--- src/rtl/hazard_controller.sv ---
// hazard_controller: pipeline sequencing for the 5-stage core.
// Produces stage register enables, bubble inserts and the IF/ID flush from
// load-use / branch-compare hazards, multiply occupancy of EX and data
// memory wait states, and keeps a saturating stall-cycle counter.
module hazard_controller #(
    parameter int AddressSize  = 5,
    parameter int MulLatency   = 4,
    parameter int CounterWidth = 32
) (
    input  logic                    clk,
    input  logic                    rst,
    input  logic [AddressSize-1:0]  IDRs1,
    input  logic [AddressSize-1:0]  IDRs2,
    input  logic                    IDUsesRs2,
    input  logic                    IDIsBranch,
    input  logic                    IDBranchTaken,
    input  logic [AddressSize-1:0]  EXRegisterRd,
    input  logic                    EXRegWrite,
    input  logic                    EXMemRead,
    input  logic                    EXIsMul,
    input  logic [AddressSize-1:0]  MemRegisterRd,
    input  logic                    MemMemRead,
    input  logic                    MemMemAccess,
    input  logic                    dmemReady,
    input  logic                    clrStallCount,
    output logic                    PCWrite,
    output logic                    IFIDWrite,
    output logic                    IDEXWrite,
    output logic                    EXMEMWrite,
    output logic                    MEMWBWrite,
    output logic                    IDEXBubble,
    output logic                    EXMEMBubble,
    output logic                    IFIDFlush,
    output logic [CounterWidth-1:0] stallCycles,
    output logic [1:0]              state
);

    localparam int CntW = $clog2(MulLatency) + 1;
    localparam logic [CntW-1:0] CntLoad = CntW'(MulLatency - 1);
    localparam logic [CntW-1:0] CntOne  = CntW'(1);

    typedef enum logic [1:0] {
        RUN      = 2'd0,
        MUL_WAIT = 2'd1
    } state_e;

    state_e                  state_q, state_d;
    logic [CntW-1:0]         mul_cnt_q, mul_cnt_d;
    logic [CounterWidth-1:0] stall_q;

    logic ex_rd_nz, mem_rd_nz, ex_src_match, mem_src_match;
    logic load_use, br_ex, br_load, id_haz, mem_wait, mul_busy;

    // Register 0 is hard-wired zero, so it never creates a dependency.
    assign ex_rd_nz      = (EXRegisterRd != '0);
    assign mem_rd_nz     = (MemRegisterRd != '0);
    assign ex_src_match  = ex_rd_nz &
                           ((EXRegisterRd == IDRs1) | (IDUsesRs2 & (EXRegisterRd == IDRs2)));
    // The branch comparator always reads both operands.
    assign mem_src_match = mem_rd_nz &
                           ((MemRegisterRd == IDRs1) | (MemRegisterRd == IDRs2));

    assign load_use = EXMemRead & ex_src_match;
    assign br_ex    = IDIsBranch & EXRegWrite & ex_src_match;
    // The MEM forwarding path carries ALU results only, so a load in MEM
    // cannot feed the ID-stage comparator yet.
    assign br_load  = IDIsBranch & MemMemRead & mem_src_match;
    assign id_haz   = load_use | br_ex | br_load;
    assign mem_wait = MemMemAccess & ~dmemReady;

    // Next state, multiply counter and all Mealy control outputs.
    always_comb begin
        // NOTE: every signal written here gets a default first so no path
        // leaves it unassigned, which would otherwise infer a latch.
        state_d     = state_q;
        mul_cnt_d   = mul_cnt_q;
        mul_busy    = 1'b0;
        PCWrite     = 1'b1;
        IFIDWrite   = 1'b1;
        IDEXWrite   = 1'b1;
        EXMEMWrite  = 1'b1;
        MEMWBWrite  = 1'b1;
        IDEXBubble  = 1'b0;
        EXMEMBubble = 1'b0;
        IFIDFlush   = 1'b0;

        if (!rst) begin
            if (mem_wait) begin
                // Whole pipeline freezes; FSM and counter hold.
                PCWrite    = 1'b0;
                IFIDWrite  = 1'b0;
                IDEXWrite  = 1'b0;
                EXMEMWrite = 1'b0;
                MEMWBWrite = 1'b0;
            end else begin
                unique case (state_q)
                    RUN: begin
                        if (EXIsMul && (MulLatency > 1)) begin
                            mul_busy  = 1'b1;
                            mul_cnt_d = CntLoad;
                            state_d   = MUL_WAIT;
                        end
                    end
                    MUL_WAIT: begin
                        if (mul_cnt_q > CntOne) begin
                            mul_busy  = 1'b1;
                            mul_cnt_d = mul_cnt_q - CntOne;
                        end else begin
                            // Release: EX/MEM captures the product this cycle.
                            mul_cnt_d = '0;
                            state_d   = RUN;
                        end
                    end
                    default: state_d = RUN;
                endcase

                if (mul_busy) begin
                    PCWrite     = 1'b0;
                    IFIDWrite   = 1'b0;
                    IDEXWrite   = 1'b0;
                    EXMEMBubble = 1'b1;
                end else if (id_haz) begin
                    PCWrite    = 1'b0;
                    IFIDWrite  = 1'b0;
                    IDEXBubble = 1'b1;
                end else if (IDBranchTaken) begin
                    IFIDFlush = 1'b1;
                end
            end
        end
    end

    // FSM state and multiply occupancy counter.
    always_ff @(posedge clk) begin
        // NOTE: sequential state uses non-blocking assignments so every
        // register samples pre-edge values regardless of statement order.
        if (rst) begin
            state_q   <= RUN;
            mul_cnt_q <= '0;
        end else begin
            state_q   <= state_d;
            mul_cnt_q <= mul_cnt_d;
        end
    end

    // Saturating count of cycles in which the PC did not advance.
    always_ff @(posedge clk) begin
        if (rst || clrStallCount) begin
            stall_q <= '0;
        end else if (!PCWrite && (stall_q != '1)) begin
            stall_q <= stall_q + CounterWidth'(1);
        end
    end

    assign stallCycles = stall_q;
    assign state       = state_q;

endmodule

--- config.mk ---
export PLATFORM = sky130hd
export DESIGN_NAME = hazard_controller
export DESIGN_NICKNAME = d
export VERILOG_FILES = /design/src/rtl/hazard_controller.sv
export SDC_FILE = /design/constraint.sdc
export NUM_CORES = 1
export LEC_CHECK = 0
export CORE_MARGIN = 3
export CORE_UTILIZATION = 43
export DETAILED_ROUTE_END_ITERATION = 8
export GPL_ROUTABILITY_DRIVEN = 0
export PLACE_DENSITY = 0.78
export SYNTH_ARGS = -nofsm -noshare
export SYNTH_HDL_FRONTEND = slang
export SYNTH_SLANG_ARGS = --single-unit
--- constraint.sdc ---
create_clock -name clk -period 2.2 [get_ports clk]
set_clock_uncertainty 0.1 [all_clocks]
set_input_delay 0.22 -clock clk [delete_from_list [all_inputs] [get_ports clk]]
set_output_delay 0.22 -clock clk [all_outputs]
set_load 0.1 [all_outputs]
After elaboration in Yosys (flattened, before gate mapping)
Cells that the tools add are included.
{ "totals": {"register_bits": 37, "in_bits": 32, "output_inout_bits": 42, "wordCells": 70} }
{ "op_classes": {"add_sub_neg": 2, "magnitude_cmp": 1, "eq_ne": 8, "muxes": 32, "bitwise": 15, "reduce_logical": 9} }
{ "ops": {"columns": ["operator", "count"], "rows": [
  ["$add A32 B1 Y32 const B", 1],
  ["$ne A32 B32 Y1 const B", 1],
  ["$mux W1", 25],
  ["$eq A5 B5 Y1", 4],
  ["$reduce_bool A5 Y1", 2],
  ["$and A1 B1 Y1", 9],
  ["$mux W3", 2],
  ["$pmux W3 S2", 1],
  ["$reduce_and A3 Y1", 2],
  ["$mux W2", 2],
  ["$ne A2 B2 Y1 const B", 2],
  ["$or A1 B1 Y1", 4],
  ["$pmux W2 S2", 1],
  ["$gt A3 B1 Y1 const B", 1],
  ["$sub A3 B1 Y3 const B", 1],
  ["$eq A2 B1 Y1 const B", 1],
  ["$logic_not A2 Y1", 1],
  ["$not A1 Y1", 2],
  ["$pmux W1 S2", 1],
  ["$reduce_bool A2 Y1", 1],
  ["$logic_and A1 B1 Y1", 1],
  ["$logic_not A1 Y1", 1],
  ["$logic_or A1 B1 Y1", 1]
]} }

Longest topological paths before layout
{ "depth": {"depth_word": 13, "depth_mapped": 10, "mapped_depth_nobuf": 8} }

Worst setup path before layout
OpenSTA, ideal clock, no wires.
{ "synth_path": {"path_type": "register -> output", "startpoint": "register state_q[0] (netlist: state[0])", "endpoint": "output port IDEXBubble", "arrival_time_ns": 3.651, "t_required_ns": 1.880, "slack_ns": -1.771, "stages_incl_launch_ff": 4, "n_path_buf": 0, "path_cell_list": "dfxtp_1 > a31oi_1 > or2_2 > nor3_1"} }
{ "synth_between": {"elab_chain_cells": 7, "word_cells_on_any_way": 8, "cone_classes": "1 x eq/ne; 6 x mux; 1 x reduce/logical"} }
{ "synth_lines": {"columns": ["item", "line", "source"], "rows": [
  ["from (decl)", "47", "state_e state_q, state_d;"],
  ["from (signal assigned)", "141", "state_q <= state_d;"],
  ["$eq A2 B1 Y1 / $logic_not A2 Y1 (equally long branches)", "96", "unique case (state_q)"],
  ["$pmux W1 S2 *", "96", null],
  ["$mux W1 *", "88", "if (mem_wait) begin"],
  ["$mux W1 *", "87", "if (!rst) begin"],
  ["$mux W1 *", "117", "if (mul_busy) begin"],
  ["$mux W1 *", "88", null],
  ["$mux W1 *", "87", null],
  ["to (decl)", "31", "output logic IDEXBubble,"]
]} }
Mark *: on every way between the ends. The rest lies on a longest branch, timed or not. The select of a mux whose other input is x is not followed.

Worst setup path in the final report
{ "layout_path": {"startpoint": "register mul_cnt_q[1]", "endpoint": "output port PCWrite"} }
{ "layout_between": {"elab_chain_cells": 8} }
{ "layout_lines": {"columns": ["item", "line", "source"], "rows": [
  ["from (decl)", "48", "logic [CntW-1:0] mul_cnt_q, mul_cnt_d;"],
  ["from (signal assigned)", "142", "mul_cnt_q <= mul_cnt_d;"],
  ["$gt A3 B1 Y1", "105", "if (mul_cnt_q > CntOne) begin"],
  ["$mux W1", "105", null],
  ["$pmux W1 S2", "96", null],
  ["$mux W1", "88", null],
  ["$mux W1", "87", null],
  ["$mux W1", "117", null],
  ["$mux W1", "88", null],
  ["$mux W1", "87", null],
  ["to (decl)", "26", "output logic PCWrite,"]
]} }
Every way passes these cells. The select of a mux whose other input is x is not followed.

==> results_dict.tcl <==
set metrics [dict create \
    path_max_fanout 3 \
    max_freq_mhz 442.9 \
    cts.sinks 36 \
    cp_cell_sequence "inv_2 > ha_4 > o21bai_4 > a31oi_4 > or2_4 > a221o_2 > nand2_8 > buf_12" \
    crit_buf_inv 2 \
    die_area_mm2 0.006555 \
    antenna_found_initial 0 \
    required_ps 1880 \
    cts_tree "built" \
    port_buffers 72 \
    critPathKind "flop to output pin" \
    r2r_start "mul_cnt_q[1]" \
    crit_family "compound AO/OA/AOI/OAI gates" \
    slew_headroom_pct 61.77 \
    wl_per_cell_um 16.35 \
    synth_fp_nets 330 \
    syn2layout_area_growth_pct 57.64 \
    maxCapViolCount 0 \
    avgSynthCellArea_um2 8.190 \
    p_per_area_mw_per_mm2 445.6 \
    dp_hpwl_um 5355 \
    wl_um 7602 \
    grt_pass1_vias 2571 \
    cp.arrival_ps 1940 \
    syn_area_mm2 0.002416 \
    cts-root-buf "clkbuf_8" \
    cp_slowest_cell "a221o_2" \
    synth_flop_cell "dfxtp_1" \
    start_util_pct 45.85 \
    detail_route.first_pass.iterations 4 \
    ys_types 45 \
    tightest_slew_ps 573.5 \
    fin_total_pwr_mw 1.697 \
    slew_violations 0 \
    final_cell_mix "buf_4, a21oi_1, dfxtp_4, o31ai_1, or4_1" \
    grt_max_degree 29 \
    synthCells 295 \
    antenna_left 0 \
    violations "negative setup slack" \
    clk_latency_ps 300 \
    post-route-period-util_pct 102.6 \
    die_h_um 80.96 \
    vdd_drop_max_v 0.0003913 \
    htreeDepth 2 \
    dieWidth_um 80.96 \
    fin_tns_setup_ps -143.0 \
    whs_path_depth 3 \
    vias 2727 \
    rows 26 \
    finalWorstSetupSlack_ps -58.05 \
    preCtsSetupSlack_ps -378.1 \
    reg2reg_slack_ps 20 \
    drt-vias-per-instance 5.865 \
    antenna_cells 0 \
    synth_edf_count 0 \
    design_area_mm2 0.003809 \
    remaining_drc_errors 0 \
    cp-start-kind "flop" \
    hold_violations 0 \
    rsz0062_at_grt "yes" \
    clk_pin_slew_ps 80 \
    status "complete, but fails checks" \
    layout_commonest_cell "buf_4" \
    ys_seq_area_share_pct 29.83 \
    ys.warnings.count 0 \
    drtIter0Drc 228 \
    grtUsageTotal_pct 23.35 \
    r2r_cells 10 \
    io-pin-count 74 \
    min_period_ps 2258 \
    final_nets 429 \
    min-delay-start "rst" \
    final_util_pct 72.27 \
    rr_endpoint "stallCycles[2]" \
    fp.coreArea_mm2 0.005270 \
    power.leakage_nw 1.427 \
    dpl-instance-area_mm2 0.003517 \
    setup_viol 3 \
    grt_overflow 0 \
    grt_pass1_wl_um 12180 \
    holdPathEnd "stallCycles[3]" \
    clock_path_buffers 2 \
    worstHoldPathType "primary input to flop" \
    max_stage_delay_ps 370 \
    cts_buffers 5 \
    ys_async_sr_fraction_pct 0 \
    ys_ff_latch 36 \
    drive_gt1_share_pct 40.76 \
    end_kind "output pin" \
]
tightest hold or removal path: stages:
cell     delay [ps]
buf_2           220
or4_1           150
a21oi_1          50
metrics by stage:
| stage | hold WS [ps] | std cells |
|---|---|---|
| 6_report | 279.0 | 465 |
| 5_1_grt | 309.2 | 465 |
| 4_1_cts | 272.1 | 465 |
| 3_5_place_dp | 382.2 | 449 |
| 3_3_place_gp | 369.3 | 449 |
| 2_1_floorplan | 292.2 | 295 |
where the power goes:
| part | switching [mW] | internal [mW] |
|---|---|---|
| clock | 0.262 | 0.221 |
| sequential | 0.0126 | 0.630 |
| combinational | 0.329 | 0.241 |
Yosys cell counts (all sizes together) (2+ instances only):
cell,number,area [um2]
a21oi,31,155.2
and2,5,31.28
and3,10,62.56
and4,8,75.07
buf,12,88.82
clkbuf,8,30.03
dfxtp,36,720.7
ha,3,37.54
inv,5,18.77
mux2i,5,50.05
nand2,20,75.07
nand3,15,75.07
nand4,17,136.4
nor2,11,41.29
nor3,5,30.03
nor4,2,12.51
o21ai,5,25.02
o22ai,2,12.51
o31ai,24,180.2
o41ai,3,26.28
or2,2,12.51
or3,9,56.30
or4,24,180.2
xnor2,20,175.2
flip-flops by register name, summed over array words and instances (netlist names):
register and count:
stallCycles 32, mul_cnt_q 3, state 1
cell type report:
cell class              instances  area [um2]
well taps                      70       87.58
fillers                       404        1461
clock inverters                 3       18.77
repair buffers                112        1012
flip-flops and latches         36       832.0
multi-input cells             234        1770
inverters                       5       18.77
clock buffers                   5       68.82
per-layer routing:
layer  GRT usage [%]  share of wire, %  up-vias
li1                -                 -     1348
met5               0                 0        -
met1           30.25                44     1282
met4           5.405              0.89        0
met3           4.767               5.8        7
met2           39.74                49       90
how the worst max path moves through the flow:
stage	startpoint	endpoint	slack, ps	depth (start not counted)
after CTS	mul_cnt_q[1]	PCWrite	-60	8
final	mul_cnt_q[1]	PCWrite	-60	8
after global placement	MemRegisterRd[0]	IFIDWrite	-320	6
after detailed placement	MemRegisterRd[0]	stallCycles[9]	-380	7
after global routing	mul_cnt_q[1]	PCWrite	-140	8
after floorplan	stallCycles[1]	stallCycles[22]	-30	6
cells by family after synthesis:
group	after synthesis	share of synthesized area [%]
and+or+nand+nor	134	34.59
AOI/OAI and AO/OA	71	18.85
DFF	36	29.83
buffers and inverters	25	5.696
xor gates and xnor gates	20	7.250
muxes	5	2.072
adders and majority gates	3	1.554
other	1	0.1552
repair_timing:
action                                  CTS  global route
buffers inserted                          8             0
hold buffers                              0             0
pin swaps                                 6             7
endpoints found under the setup margin   31            35
gates resized for setup                  34            18
Power figures use the tool's default switching activity.
